$ cat src/rtl/dma_ldst_mem_arb.sv
// dma_ldst_mem_arb: per-lane SRAM arbiter between the stream-0 DMA and the SIMD load/store unit.
// Optional build macro MEM_ARB_STATS_EN adds DMA stall and load/store grant counters.
`default_nettype none

module dma_ldst_mem_arb #(
  parameter int ADDR_W         = 24,
  parameter int DATA_W         = 32,
  parameter int MEM_RD_LATENCY = 2,
  parameter int RDQ_DEPTH      = 4
) (
  input  logic              clk,
  input  logic              reset_poweron,
  input  logic              dma__memc__write_valid,
  input  logic [ADDR_W-1:0] dma__memc__write_address,
  input  logic [DATA_W-1:0] dma__memc__write_data,
  output logic              memc__dma__write_ready,
  input  logic              dma__memc__read_valid,
  input  logic [ADDR_W-1:0] dma__memc__read_address,
  output logic              memc__dma__read_ready,
  input  logic              dma__memc__read_pause,
  output logic [DATA_W-1:0] memc__dma__read_data,
  output logic              memc__dma__read_data_valid,
  input  logic              ldst__memc__request,
  input  logic              ldst__memc__released,
  output logic              memc__ldst__granted,
  input  logic              ldst__memc__write_valid,
  input  logic [ADDR_W-1:0] ldst__memc__write_address,
  input  logic [DATA_W-1:0] ldst__memc__write_data,
  input  logic              ldst__memc__read_valid,
  input  logic [ADDR_W-1:0] ldst__memc__read_address,
  output logic [DATA_W-1:0] memc__ldst__read_data,
  output logic              memc__ldst__read_data_valid,
  output logic              mem_en,
  output logic              mem_we,
  output logic [ADDR_W-1:0] mem_addr,
  output logic [DATA_W-1:0] mem_wdata,
  input  logic [DATA_W-1:0] mem_rdata
`ifdef MEM_ARB_STATS_EN
  ,
  output logic [31:0]       stat_dma_stall_cycles,
  output logic [15:0]       stat_ldst_grants
`endif
);

  typedef enum logic [1:0] {
    DMA_OWN  = 2'd0,
    DRAIN    = 2'd1,
    LDST_OWN = 2'd2
  } state_e;

  localparam int   CNT_W = $clog2(RDQ_DEPTH + 1);
  localparam int   PTR_W = (RDQ_DEPTH > 1) ? $clog2(RDQ_DEPTH) : 1;
  localparam logic RR_WR = 1'b0;
  localparam logic RR_RD = 1'b1;

  state_e                    state_q;
  logic                      granted_q;
  logic                      run_q;
  logic                      rr_q, rr_d;
  logic [CNT_W-1:0]          inflight_q, inflight_d;
  logic [CNT_W-1:0]          fcnt_q, fcnt_d;
  logic [PTR_W-1:0]          wptr_q, wptr_d;
  logic [PTR_W-1:0]          rptr_q, rptr_d;
  logic [MEM_RD_LATENCY-1:0] tag_vld_q, tag_ldst_q;
  logic [DATA_W-1:0]         fifo_mem [RDQ_DEPTH];

  logic dma_own, ldst_own, credit_ok;
  logic dma_wr_acc, dma_rd_acc, ldst_wr, ldst_rd;
  logic rd_issue, rd_is_ldst, ret_dma, ret_ldst, fifo_push, fifo_pop;

  // run_q keeps every handshake low during reset and the first cycle after it.
  assign dma_own   = run_q & (state_q == DMA_OWN);
  assign ldst_own  = run_q & (state_q == LDST_OWN);
  assign credit_ok = ({1'b0, inflight_q} + {1'b0, fcnt_q}) < (CNT_W + 1)'(RDQ_DEPTH);

  assign memc__dma__read_ready  = dma_own & credit_ok &
                                  ~(dma__memc__write_valid & (rr_q == RR_WR));
  assign memc__dma__write_ready = dma_own &
                                  ~(dma__memc__read_valid & credit_ok & (rr_q == RR_RD));

  assign dma_wr_acc = dma__memc__write_valid & memc__dma__write_ready;
  assign dma_rd_acc = dma__memc__read_valid & memc__dma__read_ready;
  assign ldst_wr    = ldst_own & ldst__memc__write_valid;
  assign ldst_rd    = ldst_own & ldst__memc__read_valid & ~ldst__memc__write_valid;
  assign rd_issue   = dma_rd_acc | ldst_rd;
  assign rd_is_ldst = ldst_rd;

  always_comb begin
    mem_en    = 1'b0;
    mem_we    = 1'b0;
    mem_addr  = '0;
    mem_wdata = '0;
    if (ldst_wr) begin
      mem_en    = 1'b1;
      mem_we    = 1'b1;
      mem_addr  = ldst__memc__write_address;
      mem_wdata = ldst__memc__write_data;
    end else if (ldst_rd) begin
      mem_en   = 1'b1;
      mem_addr = ldst__memc__read_address;
    end else if (dma_wr_acc) begin
      mem_en    = 1'b1;
      mem_we    = 1'b1;
      mem_addr  = dma__memc__write_address;
      mem_wdata = dma__memc__write_data;
    end else if (dma_rd_acc) begin
      mem_en   = 1'b1;
      mem_addr = dma__memc__read_address;
    end
  end

  assign ret_dma   = tag_vld_q[MEM_RD_LATENCY-1] & ~tag_ldst_q[MEM_RD_LATENCY-1];
  assign ret_ldst  = tag_vld_q[MEM_RD_LATENCY-1] & tag_ldst_q[MEM_RD_LATENCY-1];
  assign fifo_push = ret_dma;
  assign fifo_pop  = (fcnt_q != '0) & ~dma__memc__read_pause;

  assign memc__dma__read_data_valid  = (fcnt_q != '0);
  assign memc__dma__read_data        = memc__dma__read_data_valid ? fifo_mem[rptr_q] : '0;
  assign memc__ldst__read_data_valid = ret_ldst;
  assign memc__ldst__read_data       = ret_ldst ? mem_rdata : '0;
  assign memc__ldst__granted         = granted_q;

  always_comb begin
    rr_d = rr_q;
    if (dma_wr_acc)      rr_d = RR_RD;
    else if (dma_rd_acc) rr_d = RR_WR;

    inflight_d = inflight_q;
    if (dma_rd_acc && !ret_dma)      inflight_d = inflight_q + CNT_W'(1);
    else if (!dma_rd_acc && ret_dma) inflight_d = inflight_q - CNT_W'(1);

    fcnt_d = fcnt_q;
    if (fifo_push && !fifo_pop)      fcnt_d = fcnt_q + CNT_W'(1);
    else if (!fifo_push && fifo_pop) fcnt_d = fcnt_q - CNT_W'(1);

    wptr_d = wptr_q;
    if (fifo_push) wptr_d = (wptr_q == PTR_W'(RDQ_DEPTH - 1)) ? '0 : wptr_q + PTR_W'(1);
    rptr_d = rptr_q;
    if (fifo_pop)  rptr_d = (rptr_q == PTR_W'(RDQ_DEPTH - 1)) ? '0 : rptr_q + PTR_W'(1);
  end

  always_ff @(posedge clk or negedge reset_poweron) begin
    if (!reset_poweron) begin
      run_q      <= 1'b0;
      rr_q       <= RR_WR;
      inflight_q <= '0;
      fcnt_q     <= '0;
      wptr_q     <= '0;
      rptr_q     <= '0;
      tag_vld_q  <= '0;
      tag_ldst_q <= '0;
    end else begin
      run_q      <= 1'b1;
      rr_q       <= rr_d;
      inflight_q <= inflight_d;
      fcnt_q     <= fcnt_d;
      wptr_q     <= wptr_d;
      rptr_q     <= rptr_d;
      tag_vld_q[0]  <= rd_issue;
      tag_ldst_q[0] <= rd_is_ldst;
      for (int i = 1; i < MEM_RD_LATENCY; i++) begin
        tag_vld_q[i]  <= tag_vld_q[i-1];
        tag_ldst_q[i] <= tag_ldst_q[i-1];
      end
    end
  end

  always_ff @(posedge clk) begin
    if (fifo_push) fifo_mem[wptr_q] <= mem_rdata;
  end

  // Ownership FSM; granted is registered alongside the state.
  always_ff @(posedge clk or negedge reset_poweron) begin
    if (!reset_poweron) begin
      state_q   <= DMA_OWN;
      granted_q <= 1'b0;
    end else begin
      case (state_q)
        DMA_OWN: begin
          if (ldst__memc__request) state_q <= DRAIN;
        end
        DRAIN: begin
          if (inflight_q == '0) begin
            state_q   <= LDST_OWN;
            granted_q <= 1'b1;
          end
        end
        LDST_OWN: begin
          if (ldst__memc__released) begin
            state_q   <= DMA_OWN;
            granted_q <= 1'b0;
          end
        end
        default: begin
          state_q   <= DMA_OWN;
          granted_q <= 1'b0;
        end
      endcase
    end
  end

`ifdef MEM_ARB_STATS_EN
  logic [31:0] stall_q;
  logic [15:0] grants_q;
  logic        stall_now;

  assign stall_now = (dma__memc__write_valid & ~memc__dma__write_ready) |
                     (dma__memc__read_valid & ~memc__dma__read_ready);

  always_ff @(posedge clk or negedge reset_poweron) begin
    if (!reset_poweron) begin
      stall_q  <= '0;
      grants_q <= '0;
    end else begin
      if (stall_now && (stall_q != 32'hFFFF_FFFF)) stall_q <= stall_q + 32'd1;
      if ((state_q == DRAIN) && (inflight_q == '0)) grants_q <= grants_q + 16'd1;
    end
  end

  assign stat_dma_stall_cycles = stall_q;
  assign stat_ldst_grants      = grants_q;
`endif

endmodule

`default_nettype wire
$ cat config.mk
export PLATFORM = sky130hd
export DESIGN_NAME = dma_ldst_mem_arb
export DESIGN_NICKNAME = d
export VERILOG_FILES = /design/src/rtl/dma_ldst_mem_arb.sv
export SDC_FILE = /design/constraint.sdc
export NUM_CORES = 1
export LEC_CHECK = 0
export CAP_MARGIN = 20
export CELL_PAD_IN_SITES_DETAIL_PLACEMENT = 1
export CELL_PAD_IN_SITES_GLOBAL_PLACEMENT = 1
export CORE_MARGIN = 2
export CORE_UTILIZATION = 35
export DETAILED_ROUTE_END_ITERATION = 8
export HOLD_SLACK_MARGIN = 0.12
export PLACE_DENSITY = 0.85
export SLEW_MARGIN = 10
export SYNTH_ARGS = -nofsm -noshare
export SYNTH_HDL_FRONTEND = slang
export SYNTH_SLANG_ARGS = --single-unit
$ cat constraint.sdc
create_clock -name clk -period 8.2 [get_ports clk]
set_input_delay 1.23 -clock clk [delete_from_list [all_inputs] [get_ports clk]]
set_output_delay 1.23 -clock clk [all_outputs]
set_load 0.01 [all_outputs]
==> results_dict.tcl <==
set metrics [dict create \
    ys_ff_latch 147 \
    routedWlPerCell_um 24.4 \
    cts_made_buffers 17 \
    numPortBuffers 327 \
    fin_util_pct 56.0 \
    syn_avg_cell_area_um2 13.9 \
    rsz0062_at_grt "no" \
    crit_type "in2out" \
    final_cell_area_mm2 0.0112 \
    worstSetupStartpointType "primary input" \
    place.gp.congestion 0.969 \
    clkTransAtPathRegs_ns 0.06 \
    synth_edf_count 128 \
    syn_inst 509 \
    num_vias 5788 \
    p_leak_nw 3.96 \
    layout_commonest_cell "clkdlybuf4s50_1" \
    whs_ns 0.352 \
    core_area_mm2 0.0200 \
    setup_viol 0 \
    clockBufferDepth 2 \
    pre_cts_ws_ns 2.64 \
    syn_area_mm2 0.00708 \
    nNetsFinal 1034 \
    max-vdd-ir-drop_mv 0.123 \
    vias_per_cell 5.22 \
    drive_gt1_share_pct 10.4 \
    detail-route-antenna-nets 0 \
    fin_crit_sh_pct 68.1 \
    drcViolationCount 0 \
    postPlaceCellArea_mm2 0.0106 \
    finalHoldViolations 0 \
    drt_iter0_drc 298 \
    final.setup.tns_ns 0 \
    layout_common_cells "327 x clkdlybuf4s50_1, 128 x edfxtp_1, 34 x nor2b_1, 34 x a21oi_1, 33 x and3_1" \
    ctsRootBufferMaster "clkbuf_16" \
    hold_buffers 0 \
    grt_max_degree 42 \
    initial_core_util_pct 35.4 \
    grt_first_pass_wirelength_um 39100 \
    cap_violations 0 \
    dieArea_mm2 0.0214 \
    worstMarginPinSlew_ns 1.05 \
    worstSkewPairLatency_ns 0.42 \
    die_x_um 146 \
    crit_fanout 41 \
    dp_cells 1071 \
    antenna_found_initial 7 \
    ys_async_sr_fraction_pct 12.9 \
    track_usage_pct 25.1 \
    htreeDepth 4 \
    power.total_mw 2.40 \
    setup_ws_ns 2.62 \
    powerDensity_mw_per_mm2 213 \
    num_rows 52 \
    cts_setup_buffers 0 \
    hp-class "reg2reg" \
    status "finished, final reports clean" \
    fin_skew_ns 0.0151 \
    relSlewSlack_pct 29.7 \
    cts_tree "built" \
    place_hpwl_um 20600 \
    instances_no_fill 1108 \
    syn_to_final_growth_pct 58.5 \
    yosysSeqAreaShare_pct 61.0 \
    wirelength_um 27000 \
    drtPass1Iterations 4 \
    cts_resized 0 \
    slew_viol_final 0 \
    ys.flop_type "edfxtp_1" \
    period_minus_slack_ns 5.58 \
    clock-sinks 147 \
    io_pins 328 \
    fmax_mhz 179 \
    gr-total-overflow 0 \
    cp-end-kind "output pin" \
    grt_pass1_vias 6142 \
    crit_required_ns 6.97 \
    synth_cell_types 39 \
    arrival_ns 4.35 \
    synth_nets 721 \
    die_y_um 146 \
    synth_warnings 0 \
]
==> final timing paths <==
check	end	depth (start not counted)	slack (ns)	startpoint
worst max-delay path	mem_addr[22]	7	2.62	dma__memc__read_valid
worst min-delay path	tag_vld_q[1]$_DFF_PN0_	0	0.35	tag_vld_q[0]$_DFF_PN0_
worst max register to register	inflight_q[2]$_DFFE_PN0P_	11	4.61	fcnt_q[2]$_DFFE_PN0P_
worst min register to register	tag_vld_q[1]$_DFF_PN0_	0	0.35	tag_vld_q[0]$_DFF_PN0_
max in group asynchronous	rptr_q[0]$_DFFE_PN0P_	1	6.23	reset_poweron
min in group asynchronous	rptr_q[1]$_DFFE_PN0P_	1	1.34	reset_poweron
==> critical path, cell delays in order <==
cell             delay, ns
clkdlybuf4s50_1       0.66
and2_1                0.31
a311oi_4              0.75
buf_4                 0.51
nand2_1               0.10
a31oi_1               0.15
clkdlybuf4s50_1       0.62
==> cells in the mapped netlist (all sizes together), types with 13 or more instances <==
cell type / n / area [µm²]
nand2: 30 / 115
a22o: 32 / 280
nor2b: 34 / 213
a21oi: 34 / 170
mux4: 32 / 721
and3: 33 / 206
nor2: 28 / 105
nand3: 16 / 80.1
dfrtp: 19 / 475
edfxtp: 128 / 3840
clkbuf: 29 / 109
a221o: 13 / 130
==> metal layers <==
| metal | GRT usage, % | up-vias | share of wire, % |
|---|---|---|---|
| met3 | 9.47 | 48 | 7.9 |
| met4 | 11.4 | 8 | 4.0 |
| met5 | 0 | - | 0.20 |
| met2 | 41.3 | 253 | 50 |
| li1 | - | 2600 | - |
| met1 | 29.4 | 2879 | 38 |
==> layout make-up <==
cell class                      count  area [µm²]
Fill cell                        2058        8810
Inverter                            9        33.8
Sequential cell                   147        4320
Timing Repair Buffer              335        3370
Clock inverter                     14         151
Antenna cell                        3        7.51
Multi-Input combinational cell    312        2570
Clock buffer                       18         429
Tap cell                          270         338
==> cells by family after synthesis <==
family,count (synthesis),synth area share [%]
XOR/XNOR,6,0.742
buffers and inverters,50,3.09
adder cells (fa/ha/maj),11,2.15
multiplexers,36,10.8
AO/OA/AOI/OAI,98,10.0
flip-flops,147,61.0
AND/OR/NAND/NOR,160,12.2
other,1,0.0529
==> where the power goes <==
group / internal (mW) / switching (mW) / total (mW)
combinational: 0.459 / 0.319 / 0.779
sequential: 0.828 / 0.0375 / 0.865
clock: 0.451 / 0.301 / 0.752
==> flip-flops by register name, summed over array words and instances (netlist names) <==
signal / count
tag_vld_q: 2
rr_q: 1
state_q: 2
fifo_mem: 128
inflight_q: 3
run_q: 1
memc__ldst__granted: 1
fcnt_q: 3
tag_ldst_q: 2
wptr_q: 2
rptr_q: 2
(Power assumes the default switching activity.)
